--- src/rtl/totd_40mhz_ctrl.sv ---
// ToTd 40 MHz compatibility sequencer: ENABLE40 phase, shadowed trigger
// config with phase-aligned apply and flush, trigger holdoff and counting.
module totd_40mhz_ctrl #(
  parameter int ADC_WIDTH = 12,
  parameter int OCC_BITS  = 7,
  parameter int FLUSH_CYC = 366,
  parameter int HOLD_BITS = 16
) (
  input  logic                 CLK120,
  input  logic                 RESET,
  input  logic                 RUN,
  input  logic                 CFG_WR,
  input  logic [ADC_WIDTH-1:0] CFG_THRES0,
  input  logic [ADC_WIDTH-1:0] CFG_THRES1,
  input  logic [ADC_WIDTH-1:0] CFG_THRES2,
  input  logic [2:0]           CFG_TRIG_ENABLE,
  input  logic [1:0]           CFG_MULTIPLICITY,
  input  logic [OCC_BITS-1:0]  CFG_OCCUPANCY,
  input  logic [HOLD_BITS-1:0] HOLDOFF,
  input  logic                 CNT_CLR,
  input  logic                 TRIG_IN,
  output logic [1:0]           ENABLE40,
  output logic [ADC_WIDTH-1:0] THRES0,
  output logic [ADC_WIDTH-1:0] THRES1,
  output logic [ADC_WIDTH-1:0] THRES2,
  output logic [2:0]           TRIG_ENABLE,
  output logic [1:0]           MULTIPLICITY,
  output logic [OCC_BITS-1:0]  OCCUPANCY,
  output logic                 DP_RESET,
  output logic                 TRIG_OUT,
  output logic [15:0]          TRIG_COUNT,
  output logic                 CFG_PENDING,
  output logic [1:0]           STATE
);

  typedef enum logic [1:0] {
    S_DIS  = 2'd0,
    S_ARM  = 2'd1,
    S_HOLD = 2'd2,
    S_RCFG = 2'd3
  } state_e;

  typedef struct packed {
    logic [ADC_WIDTH-1:0] t0;
    logic [ADC_WIDTH-1:0] t1;
    logic [ADC_WIDTH-1:0] t2;
    logic [2:0]           en;
    logic [1:0]           mult;
    logic [OCC_BITS-1:0]  occ;
  } cfg_t;

  localparam int FW = $clog2(FLUSH_CYC + 1);
  localparam logic [FW-1:0] FLUSH_LAST = FW'(FLUSH_CYC - 1);

  localparam cfg_t CFG_RST = '{
    t0:   {ADC_WIDTH{1'b1}},
    t1:   {ADC_WIDTH{1'b1}},
    t2:   {ADC_WIDTH{1'b1}},
    en:   3'b000,
    mult: 2'b00,
    occ:  {OCC_BITS{1'b1}}
  };

  logic [1:0]           phase_q;
  state_e               state_q;
  state_e               state_d;
  cfg_t                 shadow_q;
  cfg_t                 active_q;
  cfg_t                 cfg_in;
  logic                 pend_q;
  logic [FW-1:0]        flush_q;
  logic [HOLD_BITS-1:0] hold_q;
  logic                 trig_q;
  logic [15:0]          cnt_q;
  logic                 dprst_q;
  logic                 accept;
  logic                 apply;

  assign cfg_in = '{
    t0:   CFG_THRES0,
    t1:   CFG_THRES1,
    t2:   CFG_THRES2,
    en:   CFG_TRIG_ENABLE,
    mult: CFG_MULTIPLICITY,
    occ:  CFG_OCCUPANCY
  };

  // A trigger in ARMED pre-empts a phase-2 apply; the apply retries later.
  always_comb begin
    state_d = state_q;
    accept  = 1'b0;
    apply   = 1'b0;
    if (!RUN) begin
      state_d = S_DIS;
    end else begin
      unique case (state_q)
        S_DIS: begin
          state_d = S_RCFG;
          apply   = 1'b1;
        end
        S_ARM: begin
          if (TRIG_IN) begin
            accept = 1'b1;
            if (HOLDOFF != '0) state_d = S_HOLD;
          end else if (pend_q && phase_q == 2'd2) begin
            state_d = S_RCFG;
            apply   = 1'b1;
          end
        end
        S_HOLD: begin
          if (hold_q <= HOLD_BITS'(1)) state_d = S_ARM;
        end
        S_RCFG: begin
          if (flush_q == '0) state_d = S_ARM;
        end
        default: state_d = S_DIS;
      endcase
    end
  end

  always_ff @(posedge CLK120 or posedge RESET) begin
    if (RESET) begin
      phase_q  <= 2'd0;
      state_q  <= S_DIS;
      shadow_q <= CFG_RST;
      active_q <= CFG_RST;
      pend_q   <= 1'b0;
      flush_q  <= '0;
      hold_q   <= '0;
      trig_q   <= 1'b0;
      cnt_q    <= 16'd0;
      dprst_q  <= 1'b1;
    end else begin
      phase_q <= (phase_q == 2'd2) ? 2'd0 : phase_q + 2'd1;
      state_q <= state_d;
      dprst_q <= (state_d == S_DIS) || (state_d == S_RCFG);
      trig_q  <= accept;

      if (CFG_WR) shadow_q <= cfg_in;
      if (apply) active_q <= shadow_q;

      if (CFG_WR)     pend_q <= 1'b1;
      else if (apply) pend_q <= 1'b0;

      if (apply)
        flush_q <= FLUSH_LAST;
      else if (state_q == S_RCFG && flush_q != '0)
        flush_q <= flush_q - FW'(1);

      if (accept)
        hold_q <= HOLDOFF;
      else if (state_q == S_HOLD && hold_q != '0)
        hold_q <= hold_q - HOLD_BITS'(1);

      if (CNT_CLR)
        cnt_q <= accept ? 16'd1 : 16'd0;
      else if (accept && cnt_q != 16'hFFFF)
        cnt_q <= cnt_q + 16'd1;
    end
  end

  assign ENABLE40     = phase_q;
  assign THRES0       = active_q.t0;
  assign THRES1       = active_q.t1;
  assign THRES2       = active_q.t2;
  assign TRIG_ENABLE  = active_q.en;
  assign MULTIPLICITY = active_q.mult;
  assign OCCUPANCY    = active_q.occ;
  assign DP_RESET     = dprst_q;
  assign TRIG_OUT     = trig_q;
  assign TRIG_COUNT   = cnt_q;
  assign CFG_PENDING  = pend_q;
  assign STATE        = state_q;

endmodule

--- config.mk ---
export PLATFORM = sky130hd
export DESIGN_NAME = totd_40mhz_ctrl
export DESIGN_NICKNAME = d
export VERILOG_FILES = /design/src/rtl/totd_40mhz_ctrl.sv
export SDC_FILE = /design/constraint.sdc
export NUM_CORES = 1
export LEC_CHECK = 0
export CAP_MARGIN = 40
export CORE_ASPECT_RATIO = 0.9
export CORE_MARGIN = 10
export CORE_UTILIZATION = 50
export CTS_BUF_LIST = sky130_fd_sc_hd__clkbuf_8
export DETAILED_ROUTE_END_ITERATION = 7
export MAX_ROUTING_LAYER = met4
export PLACE_DENSITY = 0.75
export SLEW_MARGIN = 20
export SYNTH_ARGS = -nofsm -noshare
export SYNTH_HDL_FRONTEND = slang
export SYNTH_SLANG_ARGS = --single-unit
--- constraint.sdc ---
create_clock -name CLK120 -period 5.9 [get_ports CLK120]
set_clock_uncertainty 0.05 [all_clocks]
set_input_delay 1.18 -clock CLK120 [delete_from_list [all_inputs] [get_ports CLK120]]
set_output_delay 1.18 -clock CLK120 [all_outputs]
set_load 0.1 [all_outputs]
==> impl_metrics.py <==
metrics = {
    "floorplan": {
        "dieArea_sq_um": 17500,
        "start_util_pct": 51.7,
        "die-height_um": 126,
        "coreArea_sq_um": 12200,
        "die_w_um": 138,
        "fp-row-count": 38,
        "io_pins": 141,
    },
    "sta": {
        "period_share_pct": 58.1,
        "slew-limit-headroom_pct": 47.1,
        "finalCriticalPeriod_ns": 3.43,
        "tightest_slew_ns": 0.787,
        "setup_viol_count_final": 0,
        "fmax_mhz": 292,
        "slew_viol_final": 0,
        "hold_viol": 0,
        "setup_tns_ns": 0,
        "rsz0062_at_grt": "false",
    },
    "drt": {
        "vias_per_cell": 5.41,
        "dr.pass1.iters": 5,
        "drtIter0Drc": 471,
        "vias": 5283,
        "wl_um": 19000,
        "wl_per_cell_um": 19.4,
        "drc": 0,
        "postRouteAntennaNets": 0,
    },
    "grt": {
        "grt_overflow": 0,
        "grt_max_degree": 76,
        "track_usage_pct": 22.4,
        "grt_pass1_wl_um": 30900,
        "grt_pass1_vias": 5687,
        "antenna_found_initial": 0,
    },
    "logic_synthesis": {
        "synth_cells": 589,
        "synth-edff-count": 0,
        "seq_area_frac_synth_pct": 59.0,
        "synth_cell_types": 46,
        "async_flop_share_pct": 100,
        "avgSynthCellArea_sq_um": 10.7,
        "synthesis.nets": 665,
        "yosys_warnings": 0,
        "synth_area_leaders": "dfstp_2 (36%), dfrtp_1 (23%), nand2_1 (10%)",
        "synth-main-ff-cell": "dfstp_2",
        "synth_area_sq_um": 6290,
        "synth_commonest_cells": "nand2_1 (170), dfstp_2 (87), dfrtp_1 (57)",
        "synth_top_area_share_pct": 36.3,
        "synth-seq-cells": 144,
        "synth.most_common_cell": "nand2_1",
        "yosys.area.top_type": "dfstp_2",
    },
    "placed_design": {
        "place_hpwl_um": 13300,
        "port-buffer-count": 140,
        "place_area_sq_um": 9300,
        "place.gp.congestion": 0.872,
    },
    "power": {
        "power.leakage_nw": 4.09,
        "ir_drop_v": 0.000397,
        "p_per_area_nw_per_um2": 441,
    },
    "clock_network": {
        "cts-root-buf": "clkbuf_8",
        "clk_latency_ns": 0.44,
        "clock_sinks": 144,
        "hold_buffers": 0,
        "path_clk_slew_ns": 0.08,
        "post-cts-setup-buffers": 0,
        "cts_made_buffers": 17,
        "cts_tree": "yes",
        "ctsHtreeMaxLevel": 4,
        "cts_resized": 0,
        "cts_buffer_depth": 2,
    },
    "final_layout": {
        "n_antenna_cell": 0,
        "fillCellCount": 700,
        "syn2layout_area_growth_pct": 54.7,
        "finish.instance_area_sq_um": 9740,
        "drive_gt1_share_pct": 30.5,
        "final_nets": 879,
    },
    "critical_path": {
        "required_ns": 6.14,
        "slowest_stage": "nor4_1",
        "cp_num_buf_inv": 2,
        "cp_top_family": "simple AND/OR/NAND/NOR gates",
        "path_cells": "clkdlybuf4s50_1 > nand4b_1 > buf_6 > nor4_1 > nand3_1 > nor3b_1 > nor3_1",
        "end_kind": "register",
        "startpoint_type": "input pin",
        "slowest_delay_ns": 0.69,
        "critPathArrivalTime_ns": 3.67,
        "path_max_fanout": 15,
        "path_class": "input pin to register",
    },
    "job": {
        "cap_violations": 0,
    },
    "hold_path": {
        "worstHoldPathType": "register to register",
    },
    "run_status": {
        "status": "finished, final reports clean",
    },
}
-- routing by layer --
metal	vias up	global-route usage, %	part of all wire, %
met5	-	-	0
met4	0	6.38	1.3
met3	21	7.35	7.1
met2	181	37.4	51
met1	2641	25.4	40
li1	2440	-	-
-- worst paths after layout --
| check | startpoint | end | slack [ns] | cells after the start |
|---|---|---|---|---|
| worst min-delay path | shadow_q[15] | THRES2[3] | 0.40 | 2 |
| max in group asynchronous | RESET | shadow_q[1] | 3.55 | 4 |
| worst min register to register | shadow_q[15] | THRES2[3] | 0.40 | 2 |
| worst max-delay path | RUN | TRIG_COUNT[14] | 2.47 | 7 |
| worst max register to register | STATE[1] | TRIG_COUNT[14] | 3.27 | 6 |
| min in group asynchronous | RESET | hold_q[0] | 1.02 | 2 |
-- cell type report --
cell class | instances | area (sq um) | area share, %
Clock buffer | 18 | 248 | 2.54
Clock inverter | 14 | 189 | 1.94
Inverter | 9 | 38.8 | 0.398
Multi-Input combinational cell | 414 | 2470 | 25.4
Sequential cell | 144 | 3710 | 38.1
Tap cell | 160 | 200 | 2.06
Timing Repair Buffer | 217 | 2880 | 29.5
-- tightest hold or removal path: stages (launching register included) --
cell and delay (ns):
dfstp_2 0.37, nand2_1 0.05, nand2_1 0.04
-- cells by family after synthesis --
family	synth area share (%)
XOR/XNOR	2.92
multiplexers	9.07
adder cells (fa/ha/maj)	1.19
buffers and inverters	1.85
AO/OA/AOI/OAI	4.89
flip-flops	59.0
AND/OR/NAND/NOR	21.1
-- per-stage QoR --
step | worst slack [ns] | power, mW | std cells | hold WS (ns) | util [%]
2_1_floorplan | 0.948 | 2.51 | 589 | 0.383 | -
3_3_place_gp | 1.98 | 2.86 | 869 | 0.387 | 64.3
3_5_place_dp | 2.07 | 3.43 | 944 | 0.392 | 76.4
4_1_cts | 2.52 | 4.32 | 976 | 0.406 | 80.0
5_1_grt | 2.22 | 4.45 | 976 | 0.417 | 80.0
6_report | 2.47 | 4.29 | 976 | 0.403 | 80.0
-- state kept, by name, indices dropped and copies added, names as in the netlist, 2 cells and up --
signal / flops
THRES0: 12
STATE: 2
hold_q: 16
THRES1: 12
flush_q: 9
ENABLE40: 2
TRIG_COUNT: 16
THRES2: 12
TRIG_ENABLE: 3
OCCUPANCY: 7
MULTIPLICITY: 2
shadow_q: 48
-- layout by cell type (no fill, tap or decap), drive strengths merged, types with 7 or more instances in the layout --
cell type,count
nand2,170
nor3,12
xor2,7
dfstp,87
nor2,36
a21oi,13
nand4,9
buf,78
nor4,14
dfrtp,57
clkbuf,18
inv,16
clkdlybuf4s50,139
nand3,13
mux2,48
o211ai,7
xnor2,14
a211oi,8
-- power breakdown --
group / internal, mW / total, mW / switching (mW) / leakage, nW
registers: 1.27 / 1.43 / 0.166 / 1.61
clock network: 0.473 / 0.861 / 0.388 / 0.228
logic: 0.780 / 2.00 / 1.22 / 2.26
total: 2.52 / 4.29 / 1.77 / 4.09
Note: power is estimated with default switching activity, not from simulation.
